$ cat config.mk
export PLATFORM = sky130hd
export DESIGN_NAME = dct_matmul_engine
export DESIGN_NICKNAME = d
export VERILOG_FILES = /design/src/rtl/dct_matmul_engine.sv
export SDC_FILE = /design/constraint.sdc
export NUM_CORES = 2
export LEC_CHECK = 0
export ABC_AREA = 1
export BUFFER_PORTS_ARGS = -buffer_cell sky130_fd_sc_hd__buf_4
export CAP_MARGIN = 40
export CORE_MARGIN = 10
export CORE_UTILIZATION = 60
export DETAILED_ROUTE_END_ITERATION = 12
export GPL_ROUTABILITY_DRIVEN = 0
export PLACE_DENSITY_LB_ADDON = 0.15
export SYNTH_ARGS = -nofsm -noshare
export SYNTH_HDL_FRONTEND = slang
export SYNTH_SLANG_ARGS = --single-unit
$ cat constraint.sdc
create_clock -name clk -period 43 [get_ports clk]
set_input_delay 4.3 -clock clk [delete_from_list [all_inputs] [get_ports clk]]
set_output_delay 4.3 -clock clk [all_outputs]
set_load 0.005 [all_outputs]
$ cat src/rtl/dct_matmul_engine.sv
`default_nettype none
// ============================================================================
// Module      : dct_matmul_engine
// Description : N x N signed matrix multiplier (A*B or A*B^T) built from N
//               parallel MAC lanes, one result row every N cycles, with
//               round-half-up right shift and saturation to DW bits.
// Revision    : 1.0 - initial release
// ============================================================================
module dct_matmul_engine #(
  parameter int N     = 4,
  parameter int DW    = 13,
  parameter int SHIFT = 0
) (
  input  logic                          clk,
  input  logic                          reset,
  input  logic                          val_input,
  input  logic                          transpose_b,
  input  logic [N-1:0][N-1:0][DW-1:0]   A1,
  input  logic [N-1:0][N-1:0][DW-1:0]   B1,
  output logic                          busy,
  output logic                          val_output,
  output logic [N-1:0][N-1:0][DW-1:0]   Res1
);

  localparam int IW   = $clog2(N);
  localparam int PW   = 2 * DW;
  localparam int ACCW = 2 * DW + $clog2(N);

  localparam logic signed [ACCW-1:0] c_max = {{(ACCW-DW+1){1'b0}}, {(DW-1){1'b1}}};
  localparam logic signed [ACCW-1:0] c_min = {{(ACCW-DW+1){1'b1}}, {(DW-1){1'b0}}};

  typedef enum logic [1:0] {
    S_IDLE    = 2'd0,
    S_COMPUTE = 2'd1,
    S_DONE    = 2'd2
  } state_t;

  state_t                         r_state;
  state_t                         w_next;
  logic [IW-1:0]                  r_i;
  logic [IW-1:0]                  r_k;
  logic                           r_tb;
  logic [N-1:0][N-1:0][DW-1:0]    r_a;
  logic [N-1:0][N-1:0][DW-1:0]    r_b;
  logic [N-1:0][N-1:0][DW-1:0]    r_res;
  logic signed [ACCW-1:0]         r_acc [N];
  logic signed [ACCW-1:0]         w_sum [N];
  logic signed [DW-1:0]           w_sat [N];
  logic                           w_last_k;
  logic                           w_last_i;

  assign w_last_k = (r_k == IW'(N-1));
  assign w_last_i = (r_i == IW'(N-1));
  assign Res1     = r_res;

  // One MAC lane per output column; the lane also rounds and saturates its
  // running sum so the final value is ready on the last k edge of a row.
  for (genvar j = 0; j < N; j++) begin : g_lane
    logic signed [DW-1:0]   w_a;
    logic signed [DW-1:0]   w_b;
    logic signed [PW-1:0]   w_prod;
    logic signed [ACCW-1:0] w_rnd;

    assign w_a    = r_a[r_i][r_k];
    assign w_b    = r_tb ? r_b[j][r_k] : r_b[r_k][j];
    assign w_prod = w_a * w_b;
    assign w_sum[j] = r_acc[j] + {{(ACCW-PW){w_prod[PW-1]}}, w_prod};

    if (SHIFT == 0) begin : g_noround
      assign w_rnd = w_sum[j];
    end else begin : g_round
      // Half-LSB bias before the arithmetic shift gives round-half-up.
      localparam logic signed [ACCW-1:0] c_half = ACCW'(1) << (SHIFT - 1);
      logic signed [ACCW-1:0] w_biased;
      assign w_biased = w_sum[j] + c_half;
      assign w_rnd    = w_biased >>> SHIFT;
    end

    assign w_sat[j] = (w_rnd > c_max) ? c_max[DW-1:0] :
                      (w_rnd < c_min) ? c_min[DW-1:0] : w_rnd[DW-1:0];
  end

  // State register.
  always_ff @(posedge clk or posedge reset) begin
    if (reset) r_state <= S_IDLE;
    else       r_state <= w_next;
  end

  // Next-state decode and status outputs.
  always_comb begin
    w_next     = r_state;
    busy       = (r_state != S_IDLE);
    val_output = (r_state == S_DONE);
    case (r_state)
      S_IDLE:    if (val_input) w_next = S_COMPUTE;
      S_COMPUTE: if (w_last_k && w_last_i) w_next = S_DONE;
      S_DONE:    w_next = S_IDLE;
      default:   w_next = S_IDLE;
    endcase
  end

  // Operand capture, MAC accumulation, row write-back and index sequencing.
  always_ff @(posedge clk or posedge reset) begin
    if (reset) begin
      r_i   <= '0;
      r_k   <= '0;
      r_tb  <= 1'b0;
      r_a   <= '0;
      r_b   <= '0;
      r_res <= '0;
      for (int j = 0; j < N; j++) r_acc[j] <= '0;
    end else begin
      case (r_state)
        S_IDLE: begin
          if (val_input) begin
            r_a  <= A1;
            r_b  <= B1;
            r_tb <= transpose_b;
            r_i  <= '0;
            r_k  <= '0;
            for (int j = 0; j < N; j++) r_acc[j] <= '0;
          end
        end
        S_COMPUTE: begin
          if (w_last_k) begin
            for (int j = 0; j < N; j++) begin
              r_res[r_i][j] <= w_sat[j];
              r_acc[j]      <= '0;
            end
            r_k <= '0;
            r_i <= w_last_i ? '0 : r_i + IW'(1);
          end else begin
            for (int j = 0; j < N; j++) r_acc[j] <= w_sum[j];
            r_k <= r_k + IW'(1);
          end
        end
        default: ;
      endcase
    end
  end

endmodule
`default_nettype wire

==> out/qor.txt <==
Area of the core: 109000 um^2
Final Hold Fails: 0
Number of buffers on the longest clock path: 3
FMAX: 80.5 MHz
Effective utilization at floorplan: 0.605
Post-synthesis sequential area ratio: 0.281
TNS Setup: 0 ns
Cell mode on critical path: nand2_1
Post-detailed-route DRC marker count: 0
Per-cell routed wire length: 20.5 um
Setup repair after global routing missed its margin: false
Buffers added on ports: 629
Worst setup EP type: flop
CP max stage delay: 0.98 ns
Post-Route Skew: 0.0323 ns
Fillcell total: 9177
Kind of start point of the critical path: flop
Total of max-cap violations: 0
Number of failing setup endpoints in the final timing report: 0
Hold Path Class: flop to flop
Via count of the first global-routing pass: 61700
Remaining max-slew budget at the tightest pin: 0.250
Share of final-layout standard cells stronger than drive strength 1: 0.114
Synth async-reset ratio: 1.00
Area Overhead vs Synth: 13.4%
Post-cts gate resize count: 0
Commonest cells after routing, fill and taps aside: nand2_1, inv_1, dfrtp_1
Post-synth EDFFs: 0
Largest fanout of any net on the critical path: 71
Vert. Die Dim: 352 um
Most frequent standard cell in the layout excluding fill and tap cells: nand2_1
Slew at the pin closest to its max-slew limit: 1.12 ns
WP data arrival: 13.00 ns
Postcts setup bufs: 0
Clock tree from TritonCTS: built
Final period util: 0.289
DRT iter0 DRCs: 6517
Synthesized area per cell: 7.69 um^2
Max stage delay cell, worst path: clkinv_1
GRT Overall Usage: 0.350
Minimum clock period after layout: 12.42 ns
Post-synthesis instance total: 8595
Required time of the critical path: 43.57 ns
H-tree depth reported by CTS: 3
Type of the worst setup path: flop to flop
Post-synth top flop: dfrtp_1
Initial DRT Pass Iterations: 9
Count of different cell masters after synthesis: 55
Remaining global-route overflow: 0
Count of vias placed by the detailed router: 60400
Clock edge transition at the registers on the reported setup and hold paths: 0.06 ns
Hpwl dp: 166 mm
Root Buffer Master: clkbuf_16
Row count: 121
Largest net degree at the start of global routing: 197
Number of nets with antenna violations after routing: 0
Antenna violations before repair: 10
Final #Nets: 10500
Number of buffers inserted by hold repair at cts: 0
Via-per-instance ratio: 5.70
Total clock buffers created by CTS: 83
Final Max Tran Viols: 0
Post-synth net total: 10000
Source-to-sink clock delay at the later pin of the worst-skew pair: 0.70 ns
Cell Area, Synth: 66100 um^2
Yosys Warn Count: 0
Flop and latch count out of synthesis: 743
Number of I/O pins: 630
Wire length of the first global-routing pass: 339 mm
Final WL: 217 mm
Floorplan die area: 124000 um^2
Clock Sink Count: 743
Status: completed
Die width: 352 um
synth_stat cells, types with 11 or more instances:
library cell     n  area, um^2
a21o_1          11        82.6
a21oi_1        287        1440
a22o_1          46         403
a22oi_1         12        90.1
a31oi_1         16         100
buf_1           36         135
buf_2           35         175
clkbuf_1       278        1040
clkinv_1        15        56.3
dfrtp_1        743       18600
fa_1           652       13100
ha_1           382        4780
inv_1         1291        4850
inv_2           26        97.6
nand2_1       2764       10400
nand2_2         30         188
nand2_4         21         236
nand3_1        292        1460
nand3_2         11         110
nand4_1         60         375
nor2_1         595        2230
nor2_2          11        68.8
nor3_1          27         135
o211ai_1        73         548
o21ai_0        558        2790
o21bai_1        14         105
o221ai_1        27         236
or2_2           60         375
xnor2_1         63         552
xor2_1          87         762
flip-flops by register name (all words and copies together) (netlist names):
register / flops
r_i: 2
r_a: 208
r_tb: 1
r_acc: 112
r_b: 208
Res1: 208
r_k: 2
r_state: 2
through the flow:
step | instance area [um^2] | hold slack [ns] | setup WS [ns] | instances | util
after floorplan | 66100 | 0.441 | 17.85 | 8595 | -
after global placement | 71700 | 0.458 | 31.18 | 10400 | 0.657
after detailed placement | 72000 | 0.458 | 30.89 | 10400 | 0.659
after CTS | 74900 | 0.475 | 30.91 | 10600 | 0.686
after global routing | 74900 | 0.492 | 29.91 | 10600 | 0.686
final | 74900 | 0.475 | 30.58 | 10600 | 0.686
critical path: cells and delay by family (launching register included):
| kind | cells | cell delay, ns |
|---|---|---|
| simple gates | 19 | 3.21 |
| compound gates | 7 | 1.24 |
| fa+ha+maj | 8 | 3.62 |
| xor+xnor | 1 | 0.16 |
| flops | 1 | 0.90 |
| buf+inv | 9 | 3.14 |
path summary, 6_finish.rpt:
path	cells past startpoint	start	to	slack [ns]
hold / removal	2	r_a[147]	r_a[147]	0.48
max in group asynchronous	6	reset	r_b[84]	36.63
setup reg to reg	44	r_i[0]	Res1[117]	30.58
min in group asynchronous	2	reset	r_a[179]	3.67
setup / recovery	44	r_i[0]	Res1[117]	30.58
hold reg to reg	2	r_a[147]	r_a[147]	0.48
cell families after synthesis:
| kind of cell | synth area share |
|---|---|
| simple gates | 0.239 |
| buf+inv | 0.0981 |
| compound gates | 0.0916 |
| fa+ha+maj | 0.270 |
| flops | 0.281 |
| xor+xnor | 0.0201 |
per-layer routing:
layer  global-route usage  routed length, um  up-vias
met5                    0                  0        -
met4                0.211              15100        0
met3               0.0658              19600      758
met2                0.582             105000     3192
met1                0.422              77300    29000
li1                     -                  -    27400
final cells by class:
type                       count  area (um^2)  area share
clock inverter                34          449     0.00600
tap                         1476         1850      0.0247
inverter                    1332         5020      0.0670
antenna                       11         27.5    0.000368
sequential                   743        18600       0.248
multi-input combinational   6161        41000       0.548
clock buffer                 119         2430      0.0325
timing repair buffer         708         5500      0.0735
Power is left out: the tool's default activity adds up to more than one toggle a clock period on the data nets, which glitch-free logic cannot reach.
